**src/rtl/eth_hdr_extract.sv**
```systemverilog
// Ingress header extractor: collects the 12-byte Ethernet MAC header from one port's
// byte stream and presents a single-entry lookup/learn request to the MAC table.
module eth_hdr_extract #(
  parameter int          ADDR_WIDTH = 48,       // only 48 is meaningful: header is fixed at 12 bytes
  parameter logic [3:0]  PORT_ID    = 4'd0
) (
  input  logic                  clk,
  input  logic                  reset,
  input  logic                  in_valid,
  input  logic [7:0]            in_data,
  input  logic                  in_last,
  output logic                  in_ready,
  output logic                  lkp_valid,
  input  logic                  lkp_ready,
  output logic [ADDR_WIDTH-1:0] lkp_dst,
  output logic [ADDR_WIDTH-1:0] lkp_src,
  output logic [3:0]            lkp_port,
  output logic                  lkp_learn,
  output logic                  lkp_bcast,
  output logic [15:0]           frame_cnt,
  output logic [15:0]           runt_cnt,
  output logic                  dbg_state,
  output logic [3:0]            dbg_byte_cnt
);

  // Handshakes: a transfer happens on a rising clk edge when valid && ready are both
  // high; valid never waits on ready, and a pending request's data holds while !ready.

  typedef enum logic {
    HDR  = 1'b0,
    BODY = 1'b1
  } state_t;

  state_t      state_q, state_d;
  logic [3:0]  byte_cnt_q, byte_cnt_d;
  logic [87:0] hdr_q;
  logic [95:0] hdr_full;
  logic [47:0] new_dst, new_src;
  logic        accept, hdr_done, runt, slot_busy, last_hdr_byte;

  assign slot_busy     = lkp_valid && !lkp_ready;
  assign last_hdr_byte = (state_q == HDR) && (byte_cnt_q == 4'd11);
  // Combinational from lkp_ready so a draining slot can be reloaded without a bubble.
  assign in_ready      = !(last_hdr_byte && slot_busy);
  assign accept        = in_valid && in_ready;

  // Byte 0 is the oldest in the shift register, so it lands in the top bits.
  assign hdr_full = {hdr_q, in_data};
  assign new_dst  = hdr_full[95:48];
  assign new_src  = hdr_full[47:0];

  assign lkp_port     = PORT_ID;
  assign dbg_state    = state_q;
  assign dbg_byte_cnt = byte_cnt_q;

  always_comb begin
    state_d    = state_q;
    byte_cnt_d = byte_cnt_q;
    hdr_done   = 1'b0;
    runt       = 1'b0;
    if (accept) begin
      case (state_q)
        HDR: begin
          if (byte_cnt_q == 4'd11) begin
            hdr_done   = 1'b1;
            byte_cnt_d = 4'd0;
            state_d    = in_last ? HDR : BODY;
          end else if (in_last) begin
            runt       = 1'b1;
            byte_cnt_d = 4'd0;
          end else begin
            byte_cnt_d = byte_cnt_q + 4'd1;
          end
        end
        BODY: begin
          if (in_last) state_d = HDR;
        end
        default: state_d = HDR;
      endcase
    end
  end

  always_ff @(posedge clk or posedge reset) begin
    if (reset) begin
      state_q    <= HDR;
      byte_cnt_q <= 4'd0;
      hdr_q      <= '0;
    end else begin
      state_q    <= state_d;
      byte_cnt_q <= byte_cnt_d;
      if (accept && state_q == HDR) hdr_q <= {hdr_q[79:0], in_data};
    end
  end

  // Output slot: a reload only happens when the slot is empty or draining this cycle.
  always_ff @(posedge clk or posedge reset) begin
    if (reset) begin
      lkp_valid <= 1'b0;
      lkp_dst   <= '0;
      lkp_src   <= '0;
      lkp_learn <= 1'b0;
      lkp_bcast <= 1'b0;
    end else if (hdr_done) begin
      lkp_valid <= 1'b1;
      lkp_dst   <= new_dst;
      lkp_src   <= new_src;
      // All-zero is the table's empty marker; group addresses are never learned.
      lkp_learn <= (new_src != 48'd0) && !new_src[40];
      lkp_bcast <= (new_dst == {48{1'b1}});
    end else if (lkp_ready) begin
      lkp_valid <= 1'b0;
    end
  end

  always_ff @(posedge clk or posedge reset) begin
    if (reset) begin
      frame_cnt <= 16'd0;
      runt_cnt  <= 16'd0;
    end else begin
      if (hdr_done && frame_cnt != 16'hFFFF) frame_cnt <= frame_cnt + 16'd1;
      if (runt && runt_cnt != 16'hFFFF)      runt_cnt  <= runt_cnt + 16'd1;
    end
  end

endmodule

```
**config.mk**
```make
export PLATFORM = sky130hd
export DESIGN_NAME = eth_hdr_extract
export DESIGN_NICKNAME = d
export VERILOG_FILES = /design/src/rtl/eth_hdr_extract.sv
export SDC_FILE = /design/constraint.sdc
export NUM_CORES = 1
export LEC_CHECK = 0
export BUFFER_PORTS_ARGS = -buffer_cell sky130_fd_sc_hd__buf_2
export CORE_UTILIZATION = 40
export DETAILED_ROUTE_END_ITERATION = 10
export PLACE_DENSITY = 0.61
export SYNTH_ARGS = -nofsm -noshare
export SYNTH_HDL_FRONTEND = slang
export SYNTH_SLANG_ARGS = --single-unit
```
**constraint.sdc**
```tcl
create_clock -name clk -period 27.1 [get_ports clk]
set_input_delay 8.13 -clock clk [delete_from_list [all_inputs] [get_ports clk]]
set_output_delay 8.13 -clock clk [all_outputs]
set_load 0.01 [all_outputs]
```
==> impl_metrics.yaml, run 1 <==
final_layout:
  final_cells: 1262
  drive_gt1_share_pct: 29.9
  final_cell_area_um2: 10800
  nNetsFinal: 980
  antenna_cells: 0
  syn_to_final_growth_pct: 19.3
  nFillCells: 2064
routing:
  drt_wl_total_um: 20600
  drt_first_iter_violations: 403
  num_vias: 6336
  wl_per_cell_um: 16.3
  dr.pass1.iters: 9
  viasPerCell: 5.02
  ant_nets: 0
  drc_errors: 12
global_route:
  grt_pass1_wl_um: 34100
  antenna_found_initial: 1
  grt_overflow: 0
  grt_pass1_vias: 6327
  grtUsageTotal_pct: 18.0
  grt_max_degree: 145
floorplanning:
  dieArea_um2: 23300
  num_rows: 54
  core-area_um2: 22000
  pin_count: 154
  initial_utilization_pct: 41.3
  die_y_um: 153
  chipWidth_um: 153
power:
  peakVddDrop_v: 0.0000421
  power_density_nw_per_um2: 84.2
  leakagePower_nw: 5.71
placed_design:
  dp_slack_ps: 9880
  hpwl_um: 13100
  dp_cells: 1217
  dpl_cell_area_um2: 10100
  port_buffers: 149
  place_congestion: 0.798
timing:
  whs_ps: 467
  rsz0062_at_grt: "false"
  fin_crit_sh_pct: 63.5
  setup_slack_ps: 9900
  period_needed_ps: 17200
  finalHoldViolCount: 0
  report.final.slew_viol_count: 0
  setup_tns_ps: 0
  fmax_mhz: 58.1
  setup_viol: 0
  worstMarginPinSlew_ps: 1180
  finClkSkew_ps: 10.0
  slew_headroom_pct: 21.5
clock_tree:
  cts_made_buffers: 25
  cts.sinks: 224
  cts.path.max_buffers: 3
  clk_root_buffer_cell: "clkbuf_16"
  cts_tree: "yes"
  clk_latency_ps: 510
  cts_resized: 0
  postCtsHoldBufs: 0
  h-tree-depth: 1
  clkTransAtPathRegs_ps: 50
  cts_setup_buffers: 0
setup_path:
  critPathSlowestCell: "or3_1"
  crit_path_cell_trace: "buf_2 > nand2b_1 > or3_1 > buf_2"
  cp-start-kind: "input port"
  crit_required_ps: 18970
  criticalPathCategory: "input port to primary output"
  cp.arrival_ps: 9070
  cpPeakStageDelay_ps: 400
  crit_path_frequent_cell: "buf_2"
  end_kind: "primary output"
  cp_max_fo: 6
worst_hold_path:
  hold_path.class: "register to register"
run_status:
  status: "finished with violations"
  violations: "design-rule violations"
synth:
  syn_area_per_cell_um2: 11.0
  synth_top_flop_cell: "dfrtp_1"
  synth-seq-cells: 224
  syn_area_um2: 9090
  yosysWarnings: 0
  synth_edf_count: 0
  synth_top_cell_area_share_pct: 61.6
  seq_area_frac_synth_pct: 61.6
  synth_area_leaders: "dfrtp_1, nand2_1, mux2_2, xor2_1, nand4_1"
  yosys.area.top_type: "dfrtp_1"
  postSynthCellCount: 823
  ys_types: 40
  synthArstFlopShare_pct: 100
job:
  maxCapViolCount: 0
metrics by stage:
step	total power, W	util, %
2_1_floorplan	0.000538	-
3_3_place_gp	0.000595	45.7
3_5_place_dp	0.000600	45.7
4_1_cts	0.000926	49.2
5_1_grt	0.000962	49.2
6_report	0.000914	49.2
sequential cells by signal (all words and copies together), names as in the netlist:
| signal | cells |
|---|---|
| hdr_q | 88 |
| lkp_dst | 48 |
| lkp_src | 48 |
| frame_cnt | 16 |
| runt_cnt | 16 |
| dbg_byte_cnt | 4 |
| dbg_state | 1 |
| lkp_bcast | 1 |
| lkp_learn | 1 |
| lkp_valid | 1 |
cell families (layout without fill, tap and decap cells):
family                   after synthesis  in the layout  synth area share (%)
AO/OA/AOI/OAI                         16             16                  1.11
XOR/XNOR                              27             27                  2.60
adder cells (fa/ha/maj)                3              3                 0.413
buffers and inverters                 46            202                  2.38
flip-flops                           224            224                  61.6
multiplexers                          92             92                  11.4
other                                  1              4                0.0412
AND/OR/NAND/NOR                      414            414                  20.4
worst max-delay path: cells and delay by family:
kind | cells | cell delay, ps
buffers and inverters | 2 | 250
AND/OR/NAND/NOR | 2 | 680
synth_stat cells (3+ instances only):
cell type  count
nand3b_1       3
buf_4          5
xnor2_1        6
ha_1           3
inv_1          4
clkbuf_1      27
dfrtp_1      224
nand2_1      305
mux2_2        91
nor2_1         9
nand4_1       25
and3_1         3
o21ai_0        7
nor4_1        24
buf_2          8
nand2b_1       3
nand3_1       13
xor2_1        21
and4_1         6
nor3_1         9
routing by layer:
metal  wire length (um)  global-route usage (%)  share of wire [%]
met1               9920                    26.0                 48
met2               9310                    28.4                 45
met3               1100                    3.33                5.3
met4                231                    3.46                1.1
met5                 13                       0              0.063
final timing paths:
| check | start | end | slack [ps] | cells after the start |
|---|---|---|---|---|
| max in group asynchronous | reset | lkp_src[45]$_DFFE_PP0P_ | 17710 | 3 |
| hold / removal | lkp_src[0]$_DFFE_PP0P_ | lkp_src[0]$_DFFE_PP0P_ | 470 | 2 |
| setup / recovery | lkp_ready | in_ready | 9900 | 4 |
| min in group asynchronous | reset | lkp_dst[36]$_DFFE_PP0P_ | 7830 | 2 |
| hold reg to reg | lkp_src[0]$_DFFE_PP0P_ | lkp_src[0]$_DFFE_PP0P_ | 470 | 2 |
| setup reg to reg | dbg_byte_cnt[0]$_DFFE_PP0P_ | hdr_q[20]$_DFFE_PP0P_ | 24390 | 6 |
cell usage in the layout, fill, tap and decap left out, types with 6 or more instances in the layout:
| cell type | synthesis | routed |
|---|---|---|
| xor2_1 | 21 | 21 |
| nor2_1 | 9 | 9 |
| and4_1 | 6 | 6 |
| xnor2_1 | 6 | 6 |
| nor3_1 | 9 | 9 |
| nor4_1 | 24 | 24 |
| clkbuf_1 | 27 | 7 |
| mux2_2 | 91 | 91 |
| clkinv_2 | 0 | 7 |
| clkbuf_16 | 0 | 25 |
| nand4_1 | 25 | 25 |
| buf_2 | 8 | 149 |
| dfrtp_1 | 224 | 224 |
| nand2_1 | 305 | 305 |
| nand3_1 | 13 | 12 |
| o21ai_0 | 7 | 6 |
power breakdown:
part	switching [W]	internal (W)
clock network	0.000131	0.000190
registers	0.0000695	0.000401
logic	0.0000571	0.0000651
total	0.000258	0.000656
cell type report:
| cell class | count | area (um^2) | share of cell area (%) |
|---|---|---|---|
| Clock buffer | 36 | 707 | 6.52 |
| Tap cell | 280 | 350 | 3.23 |
| Clock inverter | 9 | 73.8 | 0.681 |
| Sequential cell | 224 | 5610 | 51.7 |
| Multi-Input combinational cell | 556 | 3310 | 30.5 |
| Inverter | 4 | 22.5 | 0.208 |
| Timing Repair Buffer | 153 | 776 | 7.15 |
Power figures use the tool's default switching activity.
==> run 2: changes to the inputs <==
--- a/config.mk
+++ b/config.mk
@@ -8,7 +8,7 @@
 export BUFFER_PORTS_ARGS = -buffer_cell sky130_fd_sc_hd__buf_2
 export CORE_UTILIZATION = 40
 export DETAILED_ROUTE_END_ITERATION = 10
-export PLACE_DENSITY = 0.61
+export PLACE_DENSITY = 0.63
 export SYNTH_ARGS = -nofsm -noshare
 export SYNTH_HDL_FRONTEND = slang
 export SYNTH_SLANG_ARGS = --single-unit
==> constraint.sdc (replaced) <==
create_clock -name clk -period 15.07 [get_ports clk]
set_input_delay 4.521 -clock clk [delete_from_list [all_inputs] [get_ports clk]]
set_output_delay 4.521 -clock clk [all_outputs]
set_load 0.01 [all_outputs]
==> run 2 against run 1 <==
The flow still finishes with violations (design-rule violations). Hold slack lost 2.0 ps. Sequential share of layout area shrank 0.13 points. Utilization grew 0.13 points. Critical path depth is the same. Count of clock-buffer cells in the layout shrank 4. Wire length shrank 0.66%. First-iteration DRC count shrank 26%. Non-clock buffer count is the same. Power grew 81%. Critical path type unchanged. Sequential power grew 79%. Cell count is essentially flat.
==> impl_metrics.yaml, run 2 (same netlist as run 1, synthesis figures left out) <==
run_status:
  status: "finished with violations"
  violations: "design-rule violations"
floorplanning:
  dieArea_um2: 23300
  core-area_um2: 22000
  die_y_um: 153
  num_rows: 54
  initial_utilization_pct: 41.3
  pin_count: 154
  chipWidth_um: 153
setup_path:
  cp_max_fo: 6
  crit_required_ps: 10550
  criticalPathCategory: "input port to primary output"
  cp-start-kind: "input port"
  cp.arrival_ps: 5460
  end_kind: "primary output"
routing:
  wl_per_cell_um: 16.2
  drt_wl_total_um: 20400
  drc_errors: 13
  drt_first_iter_violations: 297
  viasPerCell: 5.00
  ant_nets: 0
  dr.pass1.iters: 7
  num_vias: 6302
timing:
  finalHoldViolCount: 0
  setup_viol: 0
  worstMarginPinSlew_ps: 1240
  finClkSkew_ps: 16.0
  fin_crit_sh_pct: 66.2
  rsz0062_at_grt: "false"
  setup_tns_ps: 0
  report.final.slew_viol_count: 0
  fmax_mhz: 100
  slew_headroom_pct: 17.6
  period_needed_ps: 9980
  setup_slack_ps: 5090
global_route:
  grt_max_degree: 151
  grt_pass1_wl_um: 34000
  antenna_found_initial: 2
  grtUsageTotal_pct: 17.9
  grt_pass1_vias: 6254
  grt_overflow: 0
clock_tree:
  cts.sinks: 224
  cts.path.max_buffers: 3
  clkTransAtPathRegs_ps: 60
  clk_latency_ps: 510
  cts_made_buffers: 24
  cts_setup_buffers: 0
  cts_resized: 0
  h-tree-depth: 1
  clk_root_buffer_cell: "clkbuf_16"
  cts_tree: "yes"
  postCtsHoldBufs: 0
power:
  peakVddDrop_v: 0.0000727
  leakagePower_nw: 5.71
  power_density_nw_per_um2: 152
final_layout:
  drive_gt1_share_pct: 30.4
  nNetsFinal: 979
  layout_commonest_cell: "nand2_1"
  top_register: "hdr_q"
  syn_to_final_growth_pct: 19.6
  top_regs: "hdr_q (88), lkp_dst (48), lkp_src (48)"
  final_cell_mix: "nand2_1, dfrtp_1, buf_2"
  largest_reg_flops: 88
job:
  maxCapViolCount: 0
placed_design:
  port_buffers: 149
  dp_slack_ps: 5090
  place_congestion: 0.822
  hpwl_um: 13100
worst_hold_path:
  hold_path.class: "register to register"
## run 2: changes by cell type in the layout (fill, tap and decap cells not counted), sizes merged
| cell | before | now |
|---|---|---|
| diode | 0 | 1 |
| clkinvlp | 0 | 4 |
| clkbuf | 36 | 32 |
| clkinv | 7 | 5 |
## run 2: power by group
| group | switching (W) | internal [W] |
|---|---|---|
| Combinational | 0.000103 | 0.000117 |
| Sequential | 0.000123 | 0.000720 |
| Clock | 0.000240 | 0.000349 |
| Total | 0.000466 | 0.00119 |
## run 2: final timing paths
path,startpoint,endpoint,slack [ps],cells after the start
worst max-delay path,lkp_ready,in_ready,5090,4
worst min-delay path,lkp_dst[36]$_DFFE_PP0P_,lkp_dst[36]$_DFFE_PP0P_,460,2
worst max register to register,dbg_byte_cnt[0]$_DFFE_PP0P_,frame_cnt[12]$_DFFE_PP0P_,12290,6
worst min register to register,lkp_dst[36]$_DFFE_PP0P_,lkp_dst[36]$_DFFE_PP0P_,460,2
max in group asynchronous,reset,hdr_q[18]$_DFFE_PP0P_,9220,3
min in group asynchronous,reset,runt_cnt[5]$_DFFE_PP0P_,4250,2
## run 2: area by class of cell
cell class,count,area [um^2]
Clock buffer,32,712
Timing Repair Buffer,153,776
Clock inverter,11,93.8
Sequential cell,224,5610
Antenna cell,1,2.50
Inverter,4,22.5
Fill cell,2057,11200
Tap cell,280,350
Multi-Input combinational cell,556,3310
## run 2: stage by stage
stage | hold WS (ps) | area, um^2 | util (%) | power, W | std cells
6_report | 465 | 10900 | 49.4 | 0.00165 | 1261
4_1_cts | 472 | 10900 | 49.4 | 0.00167 | 1260
3_3_place_gp | 453 | 10100 | 45.7 | 0.00107 | 1217
2_1_floorplan | 455 | 9100 | - | 0.000968 | 826
3_5_place_dp | 457 | 10100 | 45.7 | 0.00108 | 1217
5_1_grt | 492 | 10900 | 49.4 | 0.00174 | 1261
## run 2: routing by layer
| layer | track usage (%) | vias up | wire length (um) |
|---|---|---|---|
| met5 | 0 | - | 12 |
| met4 | 5.05 | 2 | 351 |
| met3 | 3.41 | 29 | 1110 |
| met2 | 27.9 | 156 | 9190 |
| met1 | 25.4 | 3082 | 9760 |
| li1 | - | 3033 | - |
## run 2: critical path: stages
cell,delay (ps)
buf_2,110
nand2b_1,280
or3_1,390
buf_2,150
==> run 3: changes to the inputs <==
--- a/config.mk
+++ b/config.mk
@@ -8,7 +8,7 @@
 export BUFFER_PORTS_ARGS = -buffer_cell sky130_fd_sc_hd__buf_2
 export CORE_UTILIZATION = 40
 export DETAILED_ROUTE_END_ITERATION = 10
-export PLACE_DENSITY = 0.63
+export PLACE_DENSITY = 0.61
 export SYNTH_ARGS = -nofsm -noshare
 export SYNTH_HDL_FRONTEND = slang
 export SYNTH_SLANG_ARGS = --single-unit
==> constraint.sdc (replaced) <==
create_clock -name clk -period 9.5 [get_ports clk]
set_input_delay 2.85 -clock clk [delete_from_list [all_inputs] [get_ports clk]]
set_output_delay 2.85 -clock clk [all_outputs]
set_load 0.01 [all_outputs]
==> run 3 against run 2 <==
The flow still finishes with violations (design-rule violations). Final area up 0.46%. Combinational power up 57%. Via count up 0.27%. Die area unchanged. Critical endpoint unchanged. Clock skew down 7.0 ps. Power up 62%. Hold slack about the same. Sequential share of layout area down 0.24 points. Utilization up 0.23 points. Critical path type unchanged. Non-clock buffer count unchanged.
==> impl_metrics.yaml, run 3 (same netlist as run 1, synthesis figures left out) <==
run_status:
  status: "finished with violations"
  violations: "design-rule violations"
routing:
  drt_wl_total_um: 20300
  viasPerCell: 5.02
  wl_per_cell_um: 16.1
  ant_nets: 0
  num_vias: 6319
  dr.pass1.iters: 9
  drc_errors: 11
  drt_first_iter_violations: 346
clock_tree:
  cts_resized: 0
  clk_latency_ps: 510
  clk_root_buffer_cell: "clkbuf_16"
  clkTransAtPathRegs_ps: 60
  h-tree-depth: 1
  postCtsHoldBufs: 0
  cts.path.max_buffers: 3
  cts.sinks: 224
  cts_made_buffers: 24
  cts_setup_buffers: 0
  cts_tree: "yes"
timing:
  finClkSkew_ps: 9.08
  setup_viol: 0
  worstMarginPinSlew_ps: 1150
  fmax_mhz: 151
  whs_ps: 465
  period_needed_ps: 6640
  fin_crit_sh_pct: 69.9
  slew_headroom_pct: 23.4
  finalHoldViolCount: 0
  setup_tns_ps: 0
  rsz0062_at_grt: "false"
  report.final.slew_viol_count: 0
global_route:
  grtUsageTotal_pct: 17.8
  grt_overflow: 0
  grt_pass1_vias: 6225
  antenna_found_initial: 1
  grt_pass1_wl_um: 33800
  grt_max_degree: 146
setup_path:
  r2r_cells: 6
  cp.depth: 4
  worstReg2RegStart: "dbg_byte_cnt[0]$_DFFE_PP0P_"
  path_buf_inv: 2
  critPathSlowestCell: "or3_1"
  cp-start-kind: "input port"
  end_kind: "primary output"
  cp_top_family: "simple AND/OR/NAND/NOR gates"
  crit_path_cell_trace: "buf_2 > nand2b_1 > or3_1 > buf_2"
  cp_max_fo: 6
  cpPeakStageDelay_ps: 400
  r2r_setup_slack_ps: 6670
  cp.arrival_ps: 3790
  crit_path_frequent_cell: "buf_2"
  r2r_end: "frame_cnt[1]$_DFFE_PP0P_"
  crit_required_ps: 6650
  criticalPathCategory: "input port to primary output"
  critPathLaunch: "lkp_ready"
  cp-endpoint: "in_ready"
final_layout:
  top_regs: "hdr_q (88), lkp_dst (48), lkp_src (48)"
  largest_reg_flops: 88
  layout_commonest_cell: "nand2_1"
  multi_input_area_um2: 3310
  nFillCells: 2036
  final_cell_mix: "nand2_1, dfrtp_1, buf_2"
  top_register: "hdr_q"
  drive_gt1_share_pct: 30.2
  antenna_cells: 0
  syn_to_final_growth_pct: 20.1
  seqCellArea_um2: 5610
  nNetsFinal: 979
placed_design:
  place_congestion: 0.789
  port_buffers: 149
  hpwl_um: 13000
power:
  leakagePower_nw: 5.74
  clkPwrFrac_pct: 37.0
  p_int_w: 0.00195
  seqPwrFrac_pct: 50.0
  power_density_nw_per_um2: 245
  peakVddDrop_v: 0.000134
  power.switching_w: 0.000729
  p_sw_share_pct: 27.3
  power_frac_comb_pct: 13.0
floorplanning:
  num_rows: 54
  core-area_um2: 22000
  chipWidth_um: 153
  dieArea_um2: 23300
  pin_count: 154
  die_y_um: 153
  initial_utilization_pct: 41.3
job:
  maxCapViolCount: 0
worst_hold_path:
  holdPathStages: 2
  hold_path.class: "register to register"
==> run 3: cell count changes in the layout (fill, tap and decap cells not counted), sizes merged <==
cell      change
diode         -1
clkinv        -3
inv           -1
clkbuf        +7
clkinvlp      -4
bufinv        +1
==> run 3: worst min-delay path, cell delays in order, from the launching register on <==
cell     delay [ps]
dfrtp_1         330
nand2_1          50
nand2_1          50
==> run 3: layer usage <==
layer  track usage, %  wire, um  up-vias
li1                 -         -     3041
met1             25.8      9700     3115
met2             27.2      9070      134
met3             3.64      1130       27
met4             4.18       359        2
met5                0        11        -
==> run 3: layout make-up <==
cell class,count,area share (%)
timing repair buffer,153,7.10
inverter,4,0.206
multi-input combinational,556,30.3
sequential,224,51.3
tap,280,3.21
clock buffer,39,7.22
clock inverter,4,0.641
==> run 3: worst min-delay path by stage <==
stage,to,from,slack [ps]
5_1_grt,lkp_src[18]$_DFFE_PP0P_,lkp_src[18]$_DFFE_PP0P_,490
2_1_floorplan,lkp_dst[43]$_DFFE_PP0P_,hdr_q[83]$_DFFE_PP0P_,450
6_report,lkp_src[15]$_DFFE_PP0P_,lkp_src[15]$_DFFE_PP0P_,470
3_3_place_gp,lkp_dst[45]$_DFFE_PP0P_,lkp_dst[45]$_DFFE_PP0P_,450
4_1_cts,lkp_src[15]$_DFFE_PP0P_,lkp_src[15]$_DFFE_PP0P_,470
3_5_place_dp,lkp_src[23]$_DFFE_PP0P_,lkp_src[23]$_DFFE_PP0P_,460
==> run 3: power by group through the flow <==
stage	Clock (W)	Sequential, W	Combinational (W)
3_3_place_gp	0	0.00135	0.000343
6_report	0.000989	0.00134	0.000348
3_5_place_dp	0	0.00136	0.000353
2_1_floorplan	0	0.00132	0.000218
5_1_grt	0.00105	0.00137	0.000388
4_1_cts	0.00101	0.00134	0.000355
==> run 3: stage by stage <==
stage,setup WS (ps),utilization (%),area (um^2),total power [W],cells
floorplan,516,-,9100,0.00154,826
global placement,2850,45.7,10100,0.00170,1217
detailed placement,2860,45.7,10100,0.00171,1217
CTS,2860,49.6,10900,0.00271,1260
global route,2840,49.6,10900,0.00281,1260
finish,2860,49.6,10900,0.00268,1260
